## src/rtl/simd_pkg.sv

```systemverilog
// rtl/simd_pkg.sv - shared constants for the SIMD add/sub issue sequencer and adder
package simd_pkg;

    localparam int SIMD_W  = 256;
    localparam int RF_W    = 4;
    localparam int INSTR_W = 25;

    localparam logic [1:0] OP_ADD  = 2'b00;
    localparam logic [1:0] OP_SUB  = 2'b01;
    localparam logic [1:0] OP_ADDI = 2'b10;
    localparam logic [1:0] OP_SUBI = 2'b11;

    localparam logic [2:0] MODE_8   = 3'd0;
    localparam logic [2:0] MODE_16  = 3'd1;
    localparam logic [2:0] MODE_32  = 3'd2;
    localparam logic [2:0] MODE_64  = 3'd3;
    localparam logic [2:0] MODE_128 = 3'd4;
    localparam logic [2:0] MODE_256 = 3'd5;
    localparam logic [2:0] MODE_MAX = 3'd5;

    localparam logic [1:0] ST_IDLE = 2'd0;
    localparam logic [1:0] ST_READ = 2'd1;
    localparam logic [1:0] ST_EXEC = 2'd2;
    localparam logic [1:0] ST_WB   = 2'd3;

    localparam int OP_MSB   = 24;
    localparam int OP_LSB   = 23;
    localparam int MODE_MSB = 22;
    localparam int MODE_LSB = 20;
    localparam int RD_MSB   = 19;
    localparam int RD_LSB   = 16;
    localparam int RS1_MSB  = 15;
    localparam int RS1_LSB  = 12;
    localparam int RS2_MSB  = 11;
    localparam int RS2_LSB  = 8;
    localparam int IMM_MSB  = 7;
    localparam int IMM_LSB  = 0;

    function automatic logic mode_illegal(input logic [2:0] mode);
        return mode > MODE_MAX;
    endfunction

    // Mask of the in-lane bit offset for a given lane-size mode.
    function automatic logic [7:0] lane_mask(input logic [2:0] mode);
        case (mode)
            MODE_8:   return 8'h07;
            MODE_16:  return 8'h0F;
            MODE_32:  return 8'h1F;
            MODE_64:  return 8'h3F;
            MODE_128: return 8'h7F;
            default:  return 8'hFF;
        endcase
    endfunction

endpackage

```

## src/rtl/simd_add_issue.sv

```systemverilog
// rtl/simd_add_issue.sv - sequencer issuing one SIMD add/sub instruction per 4 cycles
// Ports: instr_valid/instr_ready/instr front-end handshake; rf_raddr_a/b,
// rf_rdata_a/b register-file reads; rf_we/rf_waddr/rf_wdata write-back;
// add_* adder controls, add_out adder result; done/err_mode retire pulses.
// Optional SIMD_ISSUE_PERF_EN adds perf_retired/perf_illegal counters.
module simd_add_issue
    import simd_pkg::*;
#(
    parameter int SIMD_WIDTH = SIMD_W,
    parameter int RF_AW      = RF_W
) (
    input  logic                  clk,
    input  logic                  rst_n,
    input  logic                  instr_valid,
    output logic                  instr_ready,
    input  logic [INSTR_W-1:0]    instr,
    output logic [RF_AW-1:0]      rf_raddr_a,
    output logic [RF_AW-1:0]      rf_raddr_b,
    input  logic [SIMD_WIDTH-1:0] rf_rdata_a,
    input  logic [SIMD_WIDTH-1:0] rf_rdata_b,
    output logic                  rf_we,
    output logic [RF_AW-1:0]      rf_waddr,
    output logic [SIMD_WIDTH-1:0] rf_wdata,
    output logic [SIMD_WIDTH-1:0] add_a,
    output logic [SIMD_WIDTH-1:0] add_b,
    output logic [2:0]            add_data_mode,
    output logic                  add_sub_flag,
    output logic                  add_imm_flag,
    output logic [7:0]            add_imm_reg,
    input  logic [SIMD_WIDTH-1:0] add_out,
`ifdef SIMD_ISSUE_PERF_EN
    output logic [31:0]           perf_retired,
    output logic [31:0]           perf_illegal,
`endif
    output logic                  done,
    output logic                  err_mode
);

    logic [1:0]            state_q, state_d;
    logic [1:0]            op_q, op_d;
    logic [2:0]            mode_q, mode_d;
    logic [RF_AW-1:0]      rd_q, rd_d;
    logic [7:0]            imm_q, imm_d;
    logic [RF_AW-1:0]      raddr_a_q, raddr_a_d;
    logic [RF_AW-1:0]      raddr_b_q, raddr_b_d;
    logic [SIMD_WIDTH-1:0] add_a_q, add_a_d;
    logic [SIMD_WIDTH-1:0] add_b_q, add_b_d;
    logic [2:0]            add_mode_q, add_mode_d;
    logic                  add_sub_q, add_sub_d;
    logic                  add_immf_q, add_immf_d;
    logic [7:0]            add_imm_q, add_imm_d;
    logic                  accept;
    logic                  in_wb;
    logic                  bad_mode;

    // Gated by rst_n so ready reads 0 while reset is held.
    assign instr_ready = (state_q == ST_IDLE) && rst_n;
    assign accept      = instr_valid && instr_ready;
    assign in_wb       = (state_q == ST_WB);
    assign bad_mode    = mode_illegal(mode_q);

    always_comb begin
        state_d    = state_q;
        op_d       = op_q;
        mode_d     = mode_q;
        rd_d       = rd_q;
        imm_d      = imm_q;
        raddr_a_d  = raddr_a_q;
        raddr_b_d  = raddr_b_q;
        add_a_d    = add_a_q;
        add_b_d    = add_b_q;
        add_mode_d = add_mode_q;
        add_sub_d  = add_sub_q;
        add_immf_d = add_immf_q;
        add_imm_d  = add_imm_q;
        case (state_q)
            ST_IDLE: begin
                if (accept) begin
                    state_d   = ST_READ;
                    op_d      = instr[OP_MSB:OP_LSB];
                    mode_d    = instr[MODE_MSB:MODE_LSB];
                    rd_d      = RF_AW'(instr[RD_MSB:RD_LSB]);
                    imm_d     = instr[IMM_MSB:IMM_LSB];
                    // Addresses load at accept so they sit on the port
                    // throughout READ; the RF returns data during EXEC.
                    raddr_a_d = RF_AW'(instr[RS1_MSB:RS1_LSB]);
                    raddr_b_d = RF_AW'(instr[RS2_MSB:RS2_LSB]);
                end
            end
            ST_READ: begin
                state_d = ST_EXEC;
            end
            ST_EXEC: begin
                state_d    = ST_WB;
                add_a_d    = rf_rdata_a;
                add_b_d    = rf_rdata_b;
                add_mode_d = mode_q;
                add_sub_d  = op_q[0];
                add_immf_d = op_q[1];
                add_imm_d  = imm_q;
            end
            default: begin
                state_d = ST_IDLE;
            end
        endcase
    end

    always_ff @(posedge clk or negedge rst_n) begin
        if (!rst_n) begin
            state_q    <= ST_IDLE;
            op_q       <= '0;
            mode_q     <= '0;
            rd_q       <= '0;
            imm_q      <= '0;
            raddr_a_q  <= '0;
            raddr_b_q  <= '0;
            add_a_q    <= '0;
            add_b_q    <= '0;
            add_mode_q <= '0;
            add_sub_q  <= 1'b0;
            add_immf_q <= 1'b0;
            add_imm_q  <= '0;
        end else begin
            state_q    <= state_d;
            op_q       <= op_d;
            mode_q     <= mode_d;
            rd_q       <= rd_d;
            imm_q      <= imm_d;
            raddr_a_q  <= raddr_a_d;
            raddr_b_q  <= raddr_b_d;
            add_a_q    <= add_a_d;
            add_b_q    <= add_b_d;
            add_mode_q <= add_mode_d;
            add_sub_q  <= add_sub_d;
            add_immf_q <= add_immf_d;
            add_imm_q  <= add_imm_d;
        end
    end

    assign rf_raddr_a    = raddr_a_q;
    assign rf_raddr_b    = raddr_b_q;
    assign add_a         = add_a_q;
    assign add_b         = add_b_q;
    assign add_data_mode = add_mode_q;
    assign add_sub_flag  = add_sub_q;
    assign add_imm_flag  = add_immf_q;
    assign add_imm_reg   = add_imm_q;

    assign done     = in_wb;
    assign err_mode = in_wb && bad_mode;
    assign rf_we    = in_wb && !bad_mode;
    assign rf_waddr = in_wb ? rd_q : '0;
    assign rf_wdata = in_wb ? add_out : '0;

`ifdef SIMD_ISSUE_PERF_EN
    logic [31:0] perf_ret_q, perf_ret_d;
    logic [31:0] perf_ill_q, perf_ill_d;

    always_comb begin
        perf_ret_d = perf_ret_q + {31'd0, done};
        perf_ill_d = perf_ill_q + {31'd0, err_mode};
    end

    always_ff @(posedge clk or negedge rst_n) begin
        if (!rst_n) begin
            perf_ret_q <= '0;
            perf_ill_q <= '0;
        end else begin
            perf_ret_q <= perf_ret_d;
            perf_ill_q <= perf_ill_d;
        end
    end

    assign perf_retired = perf_ret_q;
    assign perf_illegal = perf_ill_q;
`endif

endmodule

```

## config.mk

```make
export PLATFORM = sky130hd
export DESIGN_NAME = simd_add_issue
export DESIGN_NICKNAME = d
export VERILOG_FILES = /design/src/rtl/simd_pkg.sv /design/src/rtl/simd_add_issue.sv
export SDC_FILE = /design/constraint.sdc
export NUM_CORES = 1
export LEC_CHECK = 0
export CAP_MARGIN = 20
export CORE_AREA = 8 8 620 622
export CTS_CLUSTER_SIZE = 30
export DETAILED_ROUTE_END_ITERATION = 7
export DIE_AREA = 0 0 628 630
export RECOVER_POWER = 50
export SLEW_MARGIN = 0
export SYNTH_ARGS = -nofsm -noshare
export SYNTH_HDL_FRONTEND = slang
export SYNTH_SLANG_ARGS = --single-unit
```

## constraint.sdc

```tcl
create_clock -name clk -period 1.6 [get_ports clk]
set_clock_uncertainty 0.15 [all_clocks]
set_input_delay 0.32 -clock clk [delete_from_list [all_inputs] [get_ports clk]]
set_output_delay 0.32 -clock clk [all_outputs]
set_load 0.05 [all_outputs]
```

Yosys cells after proc, flatten, opt, wreduce, memory -nomap -nowiden
Index checks and enable logic that the tools add are counted.
{"block": "totals", "regBits": 552, "elab_cells": 29, "input_bits": 796, "out_inout_bits": 797}
{"block": "op_classes", "mux": 4, "magnitude_cmp": 1, "reduce_logical": 7, "eq_ne": 4}
{"op": "$mux 256", "count": 1}
{"op": "$pmux 2 s3", "count": 1}
{"op": "$eq 2x2->1 const B", "count": 2}
{"op": "$logic_and 1x1->1", "count": 4}
{"op": "$mux 4", "count": 1}
{"op": "$gt 3x3->1 const B", "count": 1}
{"op": "$eq 2x1->1 const B", "count": 1}
{"op": "$logic_not 2->1", "count": 1}
{"op": "$mux 2", "count": 1}
{"op": "$ne 2x2->1 const B", "count": 1}
{"op": "$reduce_and 2->1", "count": 1}
{"op": "$logic_not 1->1", "count": 1}

Logic depth before layout (Yosys ltp)
Gate-level depths: netlist (run 1).
{"block": "depth", "depth_word": 5, "ltp_mapped": 8, "mapped_depth_nobuf": 4}

Worst setup path after synthesis (run 1)
No wires, ideal clock.
{"block": "synth_path", "path_kind": "flip-flop to output port", "from": "reg state_q[1]", "to": "out rf_we", "n_path_buf": 2, "setup_slack_ps": -1313, "path_stages_with_launch": 5, "t_required_ps": 1130, "arrival_time_ps": 2443, "cell_sequence": "dfrtp_1 ha_1 buf_2 buf_2 a21boi_0"}
{"block": "synth_via", "elab_chain_cells": 2}
{"item": "from (decl)", "line_no": "simd_add_issue.sv:39", "text": "logic [1:0] state_q, state_d;"}
{"item": "from (signal assigned)", "line_no": "simd_add_issue.sv:124", "text": "state_q <= state_d;"}
{"item": "$eq 2x2->1", "line_no": "simd_add_issue.sv:59", "text": "assign in_wb = (state_q == ST_WB);"}
{"item": "net done", "line_no": "simd_add_issue.sv:35", "text": "output logic done,"}
{"item": "$logic_and 1x1->1", "line_no": "simd_add_issue.sv:151", "text": "assign rf_we = in_wb && !bad_mode;"}
{"item": "to (decl)", "line_no": "simd_add_issue.sv:21", "text": "output logic rf_we,"}
The timed path passes the listed nets, and every way through them passes these cells.

Worst setup path after layout (run 1)
{"block": "layout_path", "from": "reg state_q[0]", "to": "out rf_wdata[216]"}
{"block": "layout_via", "elab_chain_cells": 2}
{"item": "$eq 2x2->1", "line_no": "simd_add_issue.sv:59"}
{"item": "$mux 256", "line_no": "simd_add_issue.sv:153", "text": "assign rf_wdata = in_wb ? add_out : '0;"}
{"item": "to (decl)", "line_no": "simd_add_issue.sv:23", "text": "output logic [SIMD_WIDTH-1:0] rf_wdata,"}
No other way between the ends.

==> impl_metrics.env, run 1 <==
export IMPL_status="finished with violations"
export IMPL_violations="negative setup slack"
export IMPL_drt_wirelength_per_cell_um=35.8
export IMPL_r2r_cells=9
export IMPL_fin_crit_sh_pct=173
export IMPL_fin_setup_tns_ns=-862.01
export IMPL_total_power_mw=159
export IMPL_reg2reg_slack_ns=-0.67
export IMPL_layout_setup_ws_ns=-1.18
export IMPL_numCtsBuffers=82
export IMPL_slew_violations=0
export IMPL_reg2reg_from="state_q[1]$_DFFE_PN0P_"
export IMPL_first_iter_violations=1006
export IMPL_start_kind="flop"
export IMPL_synth_area_mm2=0.0228
export IMPL_synthTopCellsByCount="552 x dfrtp_1, 412 x mux2_2, 261 x and2_1"
export IMPL_max_cap_viol_count=0
export IMPL_drive_above_1_share_pct=52.0
export IMPL_syn_nets=2265
export IMPL_num_rows=225
export IMPL_cpPeakStageDelay_ns=0.39
export IMPL_clk_path_buf_depth=4
export IMPL_crit_path_max_fanout=6
export IMPL_dpl_instance_area_mm2=0.0545
export IMPL_worstPathArrival_ns=2.31
export IMPL_cpMostUsedCell="buf_12"
export IMPL_antenna_left=0
export IMPL_synth_top_area_cell="dfrtp_1"
export IMPL_r2r_end="add_a[69]$_DFFE_PN0N_"
export IMPL_slowest_stage="dfrtp_2"
export IMPL_initial_core_util_pct=6.09
export IMPL_port_buffers=1592
export IMPL_synth_cell_types=14
export IMPL_min_to="add_a[252]$_DFFE_PN0N_"
export IMPL_via_per_inst=2.66
export IMPL_antenna_found_initial=395
export IMPL_endpoint_kind="output pin"
export IMPL_design_area_mm2=0.0633
export IMPL_synth_warning_count=0
export IMPL_cts_tree="done"
export IMPL_hold_start="rf_rdata_a[252]"
export IMPL_grt_pass1_wl_um=375000
export IMPL_power_leakage_nw=25.2
export IMPL_cp_cell_sequence="ha_4, buf_12, buf_16, buf_12, and2_4, buf_12"
export IMPL_yosys_top_cells_area="dfrtp_1 61%, mux2_2 20%, mux2_4 9.2%"
export IMPL_grt_pass1_vias=24539
export IMPL_fmax_ghz=0.360
export IMPL_ys_seq_area_share_pct=60.6
export IMPL_vias=23445
export IMPL_clkSlewWorstSetupHoldPaths_ns=0.06
export IMPL_synth_mux_area_fraction_pct=29.5
export IMPL_root_buffer="clkbuf_16"
export IMPL_final_hold_viol_count=0
export IMPL_fp_dieH_um=630
export IMPL_required_ns=1.13
export IMPL_dp_hpwl_um=286000
export IMPL_grt_usage_pct=15.3
export IMPL_syn_area_per_cell_um2=15.5
export IMPL_synth_compound_area_share_pct=0.110
export IMPL_clk_latency_ns=0.82
export IMPL_ys_flop_type="dfrtp_1"
export IMPL_synth_xor_area_share_pct=0
export IMPL_multi_input_comb_area_mm2=0.00916
export IMPL_yosys_area_share_simple_pct=7.25
export IMPL_whs_ns=0.0644
export IMPL_die_w_um=628
export IMPL_synthCells=1466
export IMPL_grt_max_degree=97
export IMPL_synth_async_reset_ratio_pct=100
export IMPL_powerDensity_mw_per_mm2=2510
export IMPL_period_needed_ns=2.78
export IMPL_areaGrowthSynthToFinish_pct=178
export IMPL_wl_um=316000
export IMPL_setup_viol=1814
export IMPL_rsz0062_at_grt="true"
export IMPL_grt_overflow_total=0
export IMPL_ctsHtreeMaxLevel=3
export IMPL_cts_sinks=552
export IMPL_post_synth_top_count_cell="dfrtp_1"
export IMPL_synth_top_family_by_area="multiplexers"
export IMPL_hold_depth=2
export IMPL_core_area_mm2=0.374
export IMPL_hold_path_class="primary input to flop"
export IMPL_final_nets=4466
export IMPL_synthAdderAreaFrac_pct=0.165
export IMPL_dieArea_mm2=0.396
export IMPL_ys_ff_latch=552
export IMPL_dr_pass1_iters=4
export IMPL_ir_drop_mv=1.41
export IMPL_synth_edf_count=0
export IMPL_io_pins=1593
export IMPL_num_fill_cells=40629
export IMPL_drc_errors=0
export IMPL_worstMarginPinSlew_ns=0.725
export IMPL_place_gp_congestion=0.942
export IMPL_slew_headroom_pct=51.5
export IMPL_crit_type="flop to output pin"
export IMPL_yosysTopAreaCellShare_pct=60.6
export IMPL_seq_area_mm2=0.0138
-- cell families (layout without fill, tap and decap cells) --
logic type | count (synthesis) | after routing
flip-flops | 552 | 552
multiplexers | 551 | 551
AO/OA/AOI/OAI | 4 | 4
other | 0 | 104
AND/OR/NAND/NOR | 264 | 264
adder cells (fa/ha/maj) | 3 | 3
buffers and inverters | 92 | 2351
-- through the flow --
stage | setup WS [ns] | instances | utilization, %
3_3_place_gp | -0.635 | 8089 | 14.6
3_5_place_dp | -0.608 | 8089 | 14.6
4_1_cts | -1.36 | 8703 | 16.7
5_1_grt | -1.29 | 8767 | 16.9
2_1_floorplan | -0.280 | 1466 | -
6_report | -1.18 | 8823 | 16.9
-- layout make-up --
| class | count | share of cell area (%) |
|---|---|---|
| flip-flops and latches | 552 | 21.8 |
| inverters | 2 | 0.0198 |
| well taps | 4994 | 9.87 |
| multi-input cells | 822 | 14.5 |
| repair buffers | 2207 | 49.2 |
| clock buffers | 108 | 3.60 |
| diodes | 104 | 0.411 |
| clock inverters | 34 | 0.593 |
-- layout by cell type, fill, tap and decap left out, drive strengths merged --
cell and count:
a21boi 2, clkbuf 120, nor2 1, clkinvlp 4
and2 261, and3 1, diode 104, bufbuf 1
dfrtp 552, inv 9, mux2 551, a21oi 2
dlygate4sd3 424, nand3 1, ha 3, clkdlybuf4s50 794
clkinv 18, buf 976, bufinv 5
-- power breakdown --
group	internal (mW)	leakage [nW]	switching (mW)
logic	52.4	17.4	57.4
registers	21.4	6.44	9.00
clock network	10.9	1.30	7.73
-- per-layer routing --
metal  wire (um)  vias up  part of all wire, %  GRT usage, %
met5        1130        -                 0.36             0
met2      160000     1484                   51          27.6
met3       29800      626                  9.4          6.57
met4        8080      174                  2.6          2.83
met1      117000    11582                   37          16.7
li1            -     9579                    -             -
-- worst max-delay path by stage --
stage | slack (ns) | start | end
floorplan | -0.28 | state_q[1]$_DFFE_PN0P_ | rf_we
global placement | -0.63 | add_out[95] | rf_wdata[95]
detailed placement | -0.61 | add_out[95] | rf_wdata[95]
CTS | -1.36 | state_q[0]$_DFFE_PN0P_ | rf_wdata[59]
global route | -1.29 | state_q[1]$_DFFE_PN0P_ | rf_wdata[185]
finish | -1.18 | state_q[0]$_DFFE_PN0P_ | rf_wdata[216]
-- critical path, delay by kind of cell, from the launching register on --
| family | cells | cell delay, ns |
|---|---|---|
| buffers and inverters | 4 | 0.62 |
| flip-flops | 1 | 0.39 |
| AND/OR/NAND/NOR | 1 | 0.19 |
| adder cells (fa/ha/maj) | 1 | 0.24 |
-- timing repair --
item,in CTS,in global routing
hold buffers,424,0
pin swaps,24,5
setup buffers,29,10
endpoints found under the setup margin,1349,1671
gates cloned,21,13
endpoints found under the hold margin,883,0
resized for setup,123,58
No activity file was read; power rests on OpenSTA's default activity.
==> run 2: changes to the inputs <==
CTS_BUF_LIST = sky130_fd_sc_hd__clkbuf_4 sky130_fd_sc_hd__clkbuf_8 sky130_fd_sc_hd__clkbuf_16   (was not set)
SLEW_MARGIN = 20   (was 0)
clock period = 2.37 ns   (was 1.6 ns; I/O delays follow)
==> impl_metrics.env, run 2 (synthesized netlist as in run 1, its figures left out) <==
export IMPL_antenna_left=0
export IMPL_slew_violations=10
export IMPL_grt_max_degree=119
export IMPL_final_hold_viol_count=0
export IMPL_die_w_um=628
export IMPL_areaGrowthSynthToFinish_pct=131
export IMPL_ctsHtreeMaxLevel=3
export IMPL_pre_cts_slack_ns=-0.0450
export IMPL_cts_sinks=552
export IMPL_max_cap_viol_count=1
export IMPL_grt_pass1_vias=21277
export IMPL_reg2reg_slack_ns=-0.08
export IMPL_crit_path_max_fanout=11
export IMPL_root_buffer="clkbuf_16"
export IMPL_grt_pass1_wl_um=378000
export IMPL_crit_type="flop to output pin"
export IMPL_drc_errors=0
export IMPL_worstPathArrival_ns=2.28
export IMPL_port_buffers=1592
export IMPL_whs_ns=0.116
export IMPL_slew_headroom_pct=-13.9
export IMPL_violations="max-capacitance violations, max-slew violations, negative setup slack"
export IMPL_dp_hpwl_um=301000
export IMPL_endpoint_kind="output pin"
export IMPL_numCtsBuffers=84
export IMPL_vias=21948
export IMPL_antenna_found_initial=436
export IMPL_layout_cells_most_common_list="794 x clkdlybuf4s50_1, 551 x dfrtp_1, 412 x mux2_2"
export IMPL_startpoint="state_q[1]$_DFFE_PN0P_"
export IMPL_initial_core_util_pct=6.09
export IMPL_clkSlewWorstSetupHoldPaths_ns=0.06
export IMPL_final_core_util_pct=14.0
export IMPL_final_common_cell="clkdlybuf4s50_1"
export IMPL_num_rows=225
export IMPL_hold_start="instr[17]"
export IMPL_clk_latency_ns=0.82
export IMPL_grt_overflow_total=0
export IMPL_layout_setup_ws_ns=-0.538
export IMPL_rsz0062_at_grt="true"
export IMPL_setup_viol=942
export IMPL_core_area_mm2=0.374
export IMPL_status="finished with violations"
export IMPL_fin_crit_sh_pct=123
export IMPL_wl_um=328000
export IMPL_cts_tree="done"
export IMPL_ir_drop_mv=0.853
export IMPL_start_kind="flop"
export IMPL_drt_wirelength_per_cell_um=38.9
export IMPL_reg2reg_from="state_q[0]$_DFFE_PN0P_"
export IMPL_dieArea_mm2=0.396
export IMPL_dr_pass1_iters=5
export IMPL_drive_above_1_share_pct=51.1
export IMPL_hold_path_class="primary input to flop"
export IMPL_final_nets=4013
export IMPL_power_leakage_nw=22.3
export IMPL_clk_path_buf_depth=4
export IMPL_total_power_mw=89.0
export IMPL_fp_dieH_um=630
export IMPL_grt_usage_pct=15.9
export IMPL_required_ns=1.75
export IMPL_first_iter_violations=1403
export IMPL_via_per_inst=2.61
export IMPL_place_gp_congestion=0.947
export IMPL_fmax_ghz=0.344
export IMPL_io_pins=1593
export IMPL_worstMarginPinSlew_ns=1.71
export IMPL_powerDensity_mw_per_mm2=1690
export IMPL_period_needed_ns=2.91
[run 2: stage by stage]
step | TNS [ns] | instances | cell area, um2
finish | -205.37 | 8420 | 52500
global route | -369.10 | 8285 | 52200
CTS | -225.36 | 8258 | 51500
detailed placement | -0.0702 | 8099 | 48300
global placement | -0.102 | 8099 | 48300
floorplan | 0 | 1466 | 23000
[run 2: final timing paths]
kind	to	depth (start not counted)
worst max-delay path	rf_wdata[128]	6
worst min-delay path	rd_q[1]$_DFFE_PN0P_	2
worst max register to register	add_a[173]$_DFFE_PN0N_	6
worst min register to register	add_a[71]$_DFFE_PN0N_	1
max in group asynchronous	add_b[77]$_DFFE_PN0N_	5
min in group asynchronous	add_a[244]$_DFFE_PN0N_	3
[run 2: critical path, stage by stage (launching register included)]
cell,delay [ns]
dfrtp_2,0.42
ha_4,0.19
buf_16,0.16
buf_6,0.18
buf_8,0.13
and2_4,0.16
buf_12,0.14
[run 2: where the power goes]
part / leakage, nW / internal (mW) / switching, mW
sequential: 6.44 / 14.4 / 3.03
combinational: 14.4 / 21.0 / 37.6
clock: 1.39 / 7.63 / 5.33
[run 2: what timing repair did]
item | CTS | global route
hold endpoints to repair | 418 | 0
pin swaps | 2 | 9
gates cloned | 4 | 7
hold buffers | 2 | 0
gates resized for setup | 105 | 344
setup buffers | 7 | 4
endpoints found under the setup margin | 492 | 492
[run 2: routing by layer]
layer,routed length [um],up-vias,GRT usage (%)
met5,1640,-,0
met1,121000,10618,17.3
met2,142000,1683,24.4
met4,7710,254,2.63
met3,56000,661,12.7
li1,-,8732,-
[run 2: area by class of cell]
class	count	area, um2
antenna	152	380
tap	4994	6250
clock inverter	36	404
fill	41705	322000
timing repair buffer	1752	20300
clock buffer	110	2370
inverter	2	10.0
sequential	552	13800
multi-input combinational	822	8960
==> RTL edit: new RTL, flow settings as in run 1 <==
Change the package constant `RF_W` from 4 to 6.
--- a/src/rtl/simd_pkg.sv
+++ b/src/rtl/simd_pkg.sv
@@ -2,7 +2,7 @@
 package simd_pkg;
 
     localparam int SIMD_W  = 256;
-    localparam int RF_W    = 4;
+    localparam int RF_W    = 6;
     localparam int INSTR_W = 25;
 
     localparam logic [1:0] OP_ADD  = 2'b00;
Ports: changed (resized rf_raddr_a, rf_raddr_b and rf_waddr); port bits go from 1593 to 1599. No check against the original RTL was run, so the function may have changed too.
==> RTL edit against run 1 <==
  * The run still ends with negative setup slack left
  * Power fell by 2.1%
  * Routed wire length is 6.7% lower
  * Synthesized area is 0.21% higher
  * Register-to-register slack better by 0.11 ns
  * Setup slack improved by 0.034 ns
  * Sequential cell count unchanged
  * Worst hold slack gained 0.0034 ns
  * Sequential share of layout area increased by 0.24 points
  * Design area shrank 1.1%
  * Count of clock-buffer cells in the layout rose by 2
  * Critical path depth up 1
  * Critical endpoint is now rf_wdata[104]
==> RTL edit: results (changes against run 1) <==
met2 wire length 146200 um (was 159800 um); vias 23100 (was 23445); Num CTS Buffers 87 (was 82); pin count of the biggest net entering global routing 94 (was 97); crit-path max FO 28 (was 6); fin nets 4459 (was 4466); first-pass GRT wire length 357900 um (was 375500 um); Post-Synth Adder-Cell Area 0.001644 (was 0.001647); Leak 24.87 nW (was 25.16 nW); I/O Buffers 1592 (unchanged); Final Setup Violations 1885 (was 1814); CTS H-tree depth 3 (unchanged); Area contributors post-synth dfrtp_1 (60%), mux2_2 (20%), mux2_4 (9.1%) (was dfrtp_1 (61%), mux2_2 (20%), mux2_4 (9.2%)); Clock Path Buffers 4 (unchanged); Synth Area in XOR/XNOR 0 (unchanged); metal1 wirelength 111400 um (was 116800 um); routed len/inst 33.39 um (was 35.76 um); initial antenna violation count 357 (was 395); Fin. Hold Viols 0 (unchanged); final worst setup slack -1.142 ns (was -1.176 ns); GPL Wtd Cong 0.9694 (was 0.9416); Pre-Repair DR Iteration Count 5 (was 4); Slew HR 0.4134 (was 0.5151); share of post-route cells with drive strength above 1 0.5109 (was 0.5200); yosys warns 0 (unchanged); status finished, violations left (unchanged); GRT Overall Usage 0.1438 (was 0.1528); detailed-placement wirelength estimate 268500 um (was 285600 um); CTS root buf clkbuf_16 (unchanged); highest routed layer met5 (unchanged); clock latency on the worst-skew pair 0.74 ns (was 0.82 ns); routed wl met3 27240 um (was 29770 um); maximum vdd drop 1.427 mV (was 1.408 mV); vias in the first global route 24585 (was 24539); ys async rst share 1.000 (unchanged); # fillers 40818 (was 40629); GRT met1 Usage 0.1616 (was 0.1671); failing checks negative setup slack (unchanged); grt met3 use 0.05719 (was 0.06567); sequential-to-total area share from yosys stat 0.6049 (was 0.6062); WP data arrival 2.27 ns (was 2.31 ns); Hold Crit Class input pin to flop (unchanged); Yosys cell types 16 (was 14); top cells by count, synth dfrtp_1 (552), mux2_2 (412), and2_1 (261) (unchanged); post-synthesis mux area share 0.2946 (was 0.2952); DRT iter0 DRCs 1057 (was 1006); met2 GRT Util 0.2512 (was 0.2758); clock slew at reported path FFs 0.06 ns (about the same); Synth Area in Compound Gates 0.001096 (was 0.001098)
==> RTL edit: cell types whose count changed in the layout (fill, tap and decap cells not counted), sizes merged <==
| cell | run 1 | this run |
|---|---|---|
| buf | 976 | 941 |
| dlygate4sd3 | 424 | 447 |
| clkbuf | 120 | 114 |
| clkinvlp | 4 | 10 |
| conb | 0 | 6 |
| inv | 9 | 4 |
| clkinv | 18 | 14 |
| bufinv | 5 | 8 |
| bufbuf | 1 | 2 |
| diode | 104 | 103 |
| dlymetal6s2s | 0 | 1 |
==> RTL edit: area by class of cell <==
| type | count | area (sq um) | area share |
|---|---|---|---|
| antenna | 103 | 257.7 | 0.004116 |
| clock buffer | 110 | 2416 | 0.03858 |
| clock inverter | 34 | 406.6 | 0.006493 |
| inverter | 2 | 7.507 | 0.0001199 |
| multi-input combinational | 828 | 9106 | 0.1454 |
| sequential | 552 | 13810 | 0.2206 |
| tap | 4994 | 6248 | 0.09977 |
| timing repair buffer | 2189 | 30370 | 0.4849 |
==> RTL edit: final timing paths <==
kind | from | endpoint | slack [ns] | cells after the start
max | state_q[0] | rf_wdata[104] | -1.14 | 7
min | rf_rdata_b[221] | add_b[221] | 0.07 | 2
max reg2reg | state_q[0] | add_a[11] | -0.56 | 7
min reg2reg | imm_q[6] | add_imm_reg[6] | 0.35 | 1
max in group asynchronous | rst_n | add_a[232] | -0.85 | 6
min in group asynchronous | rst_n | state_q[0] | 0.85 | 4
==> RTL edit: through the flow <==
stage / setup WS (ns) / instance area (sq um) / setup TNS, ns / utilization / instances
global route: -1.233 / 62490 / -1166.48 / 0.1670 / 8759
detailed placement: -0.5669 / 54800 / -267.49 / 0.1465 / 8107
CTS: -1.270 / 62300 / -736.79 / 0.1665 / 8707
finish: -1.142 / 62630 / -910.82 / 0.1674 / 8812
global placement: -0.5891 / 54800 / -274.35 / 0.1465 / 8107
floorplan: -0.2804 / 23980 / -90.73 / - / 1478
==> RTL edit: cells by family (layout without fill, tap and decap cells) <==
family,after synthesis,count (layout)
mux,551,551
buf+inv,98,2335
simple gates,264,264
flops,552,552
other cells,1,109
compound gates,4,4
fa+ha+maj,3,3
==> RTL edit: critical path, cell delays in order, from the launching register on <==
cell and delay (ns):
dfrtp_1 0.40, buf_6 0.13, ha_4 0.15, buf_12 0.15, buf_16 0.17, buf_12 0.16
and2_4 0.17, buf_12 0.14
==> RTL edit: report_power, final <==
part           internal (W)  total [W]  leakage (nW)  switching [W]
clock network        0.0119     0.0197          1.37        0.00788
logic                0.0492      0.105          17.1         0.0559
registers            0.0214     0.0306          6.44        0.00926
==> RTL edit: timing repair <==
item                                     CTS  global route
hold buffers                             448             0
endpoints found under the setup margin  1335          1349
gates cloned                               3             2
setup buffers                              5             0
endpoints found under the hold margin    969             0
gates resized for setup                   19            15
pin swaps                                  1             8
